--- config.mk ---
export PLATFORM = sky130hd
export DESIGN_NAME = multdiv
export DESIGN_NICKNAME = d
export VERILOG_FILES = /design/src/rtl/cpu_defs.sv /design/src/rtl/divu_iter.sv /design/src/rtl/multdiv.sv
export SDC_FILE = /design/constraint.sdc
export NUM_CORES = 2
export LEC_CHECK = 0
export BUFFER_PORTS_ARGS = -buffer_cell sky130_fd_sc_hd__buf_2
export CORE_MARGIN = 5
export CORE_UTILIZATION = 35
export DETAILED_ROUTE_END_ITERATION = 6
export SLEW_MARGIN = 15
export SYNTH_ARGS = -nofsm -noshare
export SYNTH_HDL_FRONTEND = slang
export SYNTH_HIERARCHICAL = 1
export SYNTH_SLANG_ARGS = --single-unit
--- constraint.sdc ---
create_clock -name clk -period 2.9 [get_ports clk]
set_input_delay 0.58 -clock clk [delete_from_list [all_inputs] [get_ports clk]]
set_output_delay 0.58 -clock clk [all_outputs]
set_load 0.01 [all_outputs]
--- src/rtl/cpu_defs.sv ---
// cpu_defs: shared types and op decoding for the multiply/divide unit
package cpu_defs;
    typedef logic [31:0] uint32_t;
    typedef logic [63:0] uint64_t;
    localparam int DIV_ITER = 32;
    typedef enum logic [3:0] {
        MD_MULT, MD_MULTU, MD_DIV, MD_DIVU, MD_MADD, MD_MADDU, MD_MSUB, MD_MSUBU
    } multdiv_op_t;
    function automatic logic op_signed(multdiv_op_t op);
        return op inside {MD_MULT, MD_DIV, MD_MADD, MD_MSUB};
    endfunction
    function automatic logic op_div(multdiv_op_t op);
        return op inside {MD_DIV, MD_DIVU};
    endfunction
endpackage

--- src/rtl/divu_iter.sv ---
// divu_iter: 32-cycle unsigned restoring divider; done pulses one cycle after the last iteration
module divu_iter
    import cpu_defs::*;
(
    input  logic    clk,
    input  logic    rst_n,
    input  logic    start,
    input  uint32_t dividend,
    input  uint32_t divisor,
    output logic    done,
    output uint32_t quot,
    output uint32_t rem
);
    uint32_t d;
    logic [4:0] cnt;
    logic run;
    logic [32:0] shifted, diff;
    assign shifted = {rem, quot[31]};
    assign diff = shifted - {1'b0, d};
    always_ff @(posedge clk or negedge rst_n) begin
        if (!rst_n) begin
            d <= '0;
            cnt <= '0;
            run <= 1'b0;
            done <= 1'b0;
            quot <= '0;
            rem <= '0;
        end else if (start) begin
            d <= divisor;
            cnt <= '0;
            run <= 1'b1;
            done <= 1'b0;
            quot <= dividend;
            rem <= '0;
        end else if (run) begin
            rem <= diff[32] ? shifted[31:0] : diff[31:0];
            quot <= {quot[30:0], ~diff[32]};
            cnt <= cnt + 5'd1;
            run <= cnt != 5'(DIV_ITER - 1);
            done <= cnt == 5'(DIV_ITER - 1);
        end else begin
            done <= 1'b0;
        end
    end
endmodule

--- src/rtl/multdiv.sv ---
// multdiv: multi-cycle MULT/DIV/MADD/MSUB unit producing one HI/LO write per accepted op
module multdiv
    import cpu_defs::*;
#(
    parameter int MUL_CYCLES = 3
) (
    input  logic        clk,
    input  logic        rst_n,
    input  logic        flush,
    input  logic        req_valid,
    output logic        req_ready,
    input  multdiv_op_t req_op,
    input  uint32_t     req_a,
    input  uint32_t     req_b,
    input  uint64_t     hilo_rddata,
    output logic        busy,
    output logic        hilo_we,
    output uint64_t     hilo_wrdata
);
    typedef enum logic [2:0] {IDLE, MUL, DIV, FIX, DONE} state_t;
    state_t state;
    logic [2:0] cnt;
    multdiv_op_t op_q;
    uint32_t a_q;
    uint64_t hilo_q;
    logic neg_q, neg_r, dz, we_q;
    logic accept, sa, sb, div_done;
    uint64_t ma, mb, mul_res, div_res;
    uint64_t pipe [MUL_CYCLES];
    uint32_t quot, rem;
    assign accept = req_valid & req_ready & ~flush;
    assign req_ready = state == IDLE;
    assign busy = state != IDLE;
    assign hilo_we = we_q & ~flush;
    assign sa = op_signed(req_op) & req_a[31];
    assign sb = op_signed(req_op) & req_b[31];
    // sign-extended 64-bit operands give the exact low 64 bits of the 33x33 product
    assign ma = {{32{sa}}, req_a};
    assign mb = {{32{sb}}, req_b};
    assign mul_res = op_q inside {MD_MADD, MD_MADDU} ? hilo_q + pipe[MUL_CYCLES-1]
                   : op_q inside {MD_MSUB, MD_MSUBU} ? hilo_q - pipe[MUL_CYCLES-1]
                   : pipe[MUL_CYCLES-1];
    assign div_res = dz ? {a_q, 32'hFFFF_FFFF}
                   : {neg_r ? -rem : rem, neg_q ? -quot : quot};
    always_ff @(posedge clk or negedge rst_n) begin
        if (!rst_n) begin
            for (int i = 0; i < MUL_CYCLES; i++) pipe[i] <= '0;
        end else begin
            if (accept) pipe[0] <= ma * mb;
            for (int i = 1; i < MUL_CYCLES; i++) pipe[i] <= pipe[i-1];
        end
    end
    divu_iter u_div (
        .clk(clk),
        .rst_n(rst_n),
        .start(accept & op_div(req_op)),
        .dividend(sa ? -req_a : req_a),
        .divisor(sb ? -req_b : req_b),
        .done(div_done),
        .quot(quot),
        .rem(rem)
    );
    always_ff @(posedge clk or negedge rst_n) begin
        if (!rst_n) begin
            state <= IDLE;
            cnt <= '0;
            op_q <= MD_MULT;
            a_q <= '0;
            hilo_q <= '0;
            neg_q <= 1'b0;
            neg_r <= 1'b0;
            dz <= 1'b0;
            we_q <= 1'b0;
            hilo_wrdata <= '0;
        end else if (flush) begin
            state <= IDLE;
            we_q <= 1'b0;
        end else begin
            unique case (state)
                IDLE: if (accept) begin
                    state <= op_div(req_op) ? DIV : MUL;
                    cnt <= '0;
                    op_q <= req_op;
                    a_q <= req_a;
                    hilo_q <= hilo_rddata;
                    neg_q <= sa ^ sb;
                    neg_r <= sa;
                    dz <= req_b == '0;
                end
                MUL: if (cnt == 3'(MUL_CYCLES - 1)) begin
                    state <= DONE;
                    hilo_wrdata <= mul_res;
                    we_q <= 1'b1;
                end else begin
                    cnt <= cnt + 3'd1;
                end
                DIV: if (div_done) state <= FIX;
                FIX: begin
                    state <= DONE;
                    hilo_wrdata <= div_res;
                    we_q <= 1'b1;
                end
                DONE: begin
                    state <= IDLE;
                    we_q <= 1'b0;
                end
                default: state <= IDLE;
            endcase
        end
    end
endmodule

---- Word level (Yosys, flattened, before mapping) ----
Index checks and enable logic that the tools add are counted.
operators by class
  $lt $le $gt $ge ......................... 0
  reduce and logical (&&, ||, !) cells .... 17
  multipliers ............................. 1
  shift-type cells ........................ 0
  bitwise gates (word level) .............. 9
  equality and inequality tests ........... 21
  $add $sub $neg .......................... 9
  muxes and demuxes ....................... 32
  divide/modulo/power cells ............... 0
operators by type and width
  cell                   number
  $mux W32               9
  $mux W64               4
  $neg A32 Y32           4
  $pmux W64 S2           1
  $add A64 B64 Y64       1
  $mul A33 B33 Y64       1
  $sub A64 B64 Y64       1
  $sub A33 B32 Y33       1
  $logic_not A32 Y1      1
  $eq A4 B3 Y1 const B   6
  $mux W3                6
  $pmux W3 S4            1
  $reduce_bool A2 Y1     6
  $mux W5                2
  $eq A3 B2 Y1 const B   3
  $reduce_and A3 Y1      3
  $eq A4 B2 Y1 const B   2
  $reduce_bool A4 Y1     2
  $and A1 B1 Y1          6
  $mux W1                6
  $ne A3 B2 Y1 const B   2
  $pmux W3 S2            1
  $add A5 B1 Y5 const B  1
  $eq A5 B5 Y1 const B   1
  16 further kinds       18
storage, ports and cells
  bits in writable memories ............... 0
  memories kept ........................... 0
  bits in latches ......................... 0
  register bits ........................... 469
  word-level logic and storage cells ...... 108
  memory bits (read-only) ................. 0
  input port bits ......................... 136

---- Depth between registers and ports, before layout ----
  depth in word-level cells ............... 6
  depth in mapped cells ................... 33
  gate-level depth less buffers ........... 31

---- Modules after synthesis ----
The synthesis kept the hierarchy.
modules (own cells, without submodules)
  module     times used  seq. area each (µm²)  cells each  area each (µm²)
  multdiv    1           9133.8                7059        61504.0
  divu_iter  1           2577.5                751         6502.5

---- Worst setup path before layout ----
No wires, ideal clock.
  path type ............................... input to register
  start ................................... input req_op[0]
  end ..................................... register pipe[189] (netlist bit)
  slack ................................... -5969 ps
  data arrival time ....................... 8779 ps
  stages .................................. 28
  setup time .............................. 90 ps
  data required time ...................... 2810 ps
  cell sequence ........................... nor2_1 clkbuf_1 nand2_1 clkbuf_1 nor2_1 fa_1 fa_1 fa_1 inv_1 fa_1 fa_1 fa_1 fa_1 fa_1 inv_1 ha_1 clkdlybuf4s50_2 nand2_1 nor3_1 and4_1 a21oi_1 and3_1 a21oi_2 a41oi_1 a21oi_1 a31oi_1 or4b_1 o2111ai_1
on the way
  cells in the longest elaborated chain, start to end .. 4
  elaborated cells on any way between the ends .. 8
  classes of those cells .................. 1 x mul; 3 x eq/ne; 2 x bitwise; 2 x reduce/logical
RTL lines
  what                                     RTL line                      source
  start, declared                          multdiv.sv:12                 input multdiv_op_t req_op,
  $eq A4 B2 Y1 (tied with other cells)     cpu_defs.sv:10                return op inside {MD_MULT, MD_DIV, MD_MADD, MD_MSUB};
  $reduce_bool A4 Y1 (*)                   cpu_defs.sv:10
  $and A1 B1 Y1, on equally long branches  multdiv.sv:35, multdiv.sv:36
  $mul A33 B33 Y64 (*)                     multdiv.sv:49                 if (accept) pipe[0] <= ma * mb;
  end, declared                            multdiv.sv:29                 uint64_t pipe [MUL_CYCLES];
Mark *: on every way between the ends. The rest lies on a longest branch, timed or not.
A chain may end at the register's enable or synchronous reset.

---- Worst setup path in the final report ----
  start ................................... input req_b[2]
  end ..................................... register pipe[188] (netlist bit)
on the way
  cells in the longest elaborated chain, start to end .. 1
RTL lines
  what              RTL line       source
  start, declared   multdiv.sv:14  input uint32_t req_b,
  $mul A33 B33 Y64  multdiv.sv:49
No other way between the ends.

==> impl_metrics.yaml <==
status:
  status: "finished with violations"
  violations: "setup timing"
synth:
  ys_seq_area_frac: 0.172
  yosys_warnings: 6
  mappedNetlistArea_sq_um: 68000
  ys.flop_type: "dfrtp_1"
  synth-xor-area-share: 0.0362
  async_flop_share: 1.00
  yosys.area_share.simple: 0.162
  syn_nets: 9452
  synth.most_common_cell: "nand2_1"
  ys_top_cells_by_area: "fa_1 (33%), dfrtp_1 (17%), nand2_1 (7.5%)"
  synth_area_leader_cell: "fa_1"
  ys_ff_latch: 468
  synth_top_family_by_area: "adder cells"
  synth-compound-area-share: 0.118
  avgSynthCellArea_sq_um: 8.71
  synth.distinct_cells: 97
  synth.top_cell.area_share: 0.332
  synth_common_cells: "nand2_1 (1,367), inv_1 (1,321), fa_1 (1,128)"
  synth_cells: 7810
  synth_mux_area_frac: 0.00815
  synthAdderAreaFrac: 0.402
  synth-edff-count: 0
worst_setup_path:
  crit_path_top_delay_cell: "fa_1"
  critPathArrivalTime_ps: 8100
  start_kind: "input port"
  crit_path_max_fanout: 6
  timing.critical_path.mode_cell: "fa_1"
  critical_path_class: "in -> reg"
  critPathRequiredTime_ps: 3420
  reg2reg_depth: 16
  max_stage_delay_ps: 520
  critPathCaptureType: "register"
global_routing:
  antenna_found_initial: 12
  grt_pass1_vias: 61800
  overflow: 0
  grt_pass1_wl_um: 365000
  track_usage: 0.228
  grt_max_degree: 83
timing:
  fin_skew_ps: 44.9
  rsz0062_at_grt: "true"
  slew_headroom: 0.0710
  layout_setup_ws_ps: -4690
  max_slew.worst_pin.slew_ps: 1390
  setup_viol: 144
  slew_violations: 0
  hold_viol_final: 0
  clock.fmax_mhz: 132
  post-route-min-period_ps: 7590
  fin_crit_sh: 2.62
min_path:
  hold_path.class: "in -> reg"
  min_path_cells: 3
clock_network:
  clockBufferDepth: 3
  numCtsBuffers: 46
  path_clk_slew_ps: 70
  htreeDepth: 2
  insertion_delay_ps: 650
  clock-sinks: 468
  cts_tree: "yes"
  clock-root-buffer: "clkbuf_16"
drt:
  wl_met1_um: 102000
  drtIter0Drc: 3970
  drc: 0
  first_pass_iters: 5
  final_antenna_net_count: 0
  vias: 59000
  post_drt_wl_per_cell_um: 20.5
  dr_wl_met2_um: 117000
  vias_per_cell: 5.07
  dr_wl_met3_um: 11700
  top_layer: "met4"
  drt-total-wl_um: 239000
layout:
  drive_gt1_frac: 0.286
  fillerInstances: 18200
  syn2layout_area_growth_pct: 32.0
  nNetsFinal: 10700
  stdcell_count: 11600
die:
  core_sq_um: 193000
  die_area_sq_um: 203000
  start_util: 0.352
  io_pins: 203
  rows: 161
  die_h_um: 451
  fp.dieW_um: 451
placement:
  hpwlAfterDp_um: 199000
  dp_cells: 11400
  portBuffers: 202
  place.gp.congestion: 0.933
flow_run:
  max_cap_violations: 0
==> per-layer routing <==
| metal | track usage | vias to the layer above |
|---|---|---|
| met5 | 0 | - |
| met4 | 0.0644 | 0 |
| met3 | 0.0197 | 344 |
| met2 | 0.393 | 1722 |
| met1 | 0.308 | 29900 |
| li1 | - | 27000 |
==> cell type report <==
type | count | area (sq um) | share of cell area
Multi-Input combinational cell | 5546 | 54100 | 0.603
Timing Repair Buffer | 1689 | 14200 | 0.158
Sequential cell | 468 | 11700 | 0.131
Inverter | 1324 | 4990 | 0.0556
Tap cell | 2526 | 3160 | 0.0352
Clock buffer | 63 | 1320 | 0.0146
Clock inverter | 21 | 236 | 0.00263
Antenna cell | 7 | 17.5 | 0.000195
==> flip-flops by register name, summed over array words and instances (netlist names), 3 cells and up <==
register	cells
u_div/quot	32
hilo_q	64
state	3
pipe	192
u_div/rem	32
u_div/cnt	5
a_q	32
hilo_wrdata	64
u_div/d	32
cnt	3
op_q	3
==> cell families after synthesis <==
kind of cell,Yosys count
xor gates and xnor gates,281
buffers and inverters,1796
adders and majority gates,1506
DFF,468
and+or+nand+nor,2435
muxes,55
AOI/OAI and AO/OA,1269
==> cell usage in the layout (no fill, tap or decap), drive strengths merged, types with 15 or more instances in the layout <==
cell type and n:
nand3 86, a21oi 339, nand4 39, a31oi 24
a221oi 15, buf 1681, ha 378, and2 368
o31ai 63, clkbuf 70, nor4 40, o41ai 21
o22ai 34, nand2 1367, nor2b 29, nor3 74
xor2 105, fa 1128, a21o 75, a311oi 31
o21a 25, o21bai 58, nand2b 38, xnor2 176
o211ai 32, or2 19, mux2i 52, or3 33
clkinv 15, nor2 272, inv 1323, and3 35
o21ai 405, a211oi 34, dfrtp 468
==> through the flow <==
stage	TNS, ps	hold WS, ps	util	setup WS, ps	cell area, sq um
after floorplan	-218010	284	-	-5010	70100
after global placement	-322320	333	0.424	-5720	81800
after detailed placement	-326870	335	0.424	-5770	81800
after CTS	-243260	87.3	0.443	-4570	85500
after global routing	-269690	121	0.465	-4880	89800
final	-248950	129	0.465	-4690	89800
==> repair_timing <==
action | 4_1_cts | 5_1_grt
setup buffers | 54 | 117
pin swaps | 212 | 526
setup endpoints to repair | 150 | 155
cloned | 3 | 6
hold buffers | 1 | 0
resized for setup | 405 | 822
hold endpoints to repair | 44 | 0
==> path summary, 6_finish.rpt <==
check / startpoint / endpoint / slack (ps)
max: req_b[2] / pipe[188] / -4690
min: hilo_rddata[54] / hilo_q[54] / 130
min reg2reg: pipe[80] / pipe[16] / 330
min in group asynchronous: rst_n / hilo_wrdata[52] / 490
max reg2reg: pipe[16] / hilo_wrdata[63] / -800
max in group asynchronous: rst_n / pipe[32] / 1470
==> critical path, delay by kind of cell <==
family | cells | cell delay, ps
compound gates | 7 | 1480
fa+ha+maj | 9 | 3920
buf+inv | 11 | 1080
mux | 1 | 160
simple gates | 4 | 860
Power is left out: the tool's default activity adds up to more than one toggle a clock period on the data nets, which glitch-free logic cannot reach.
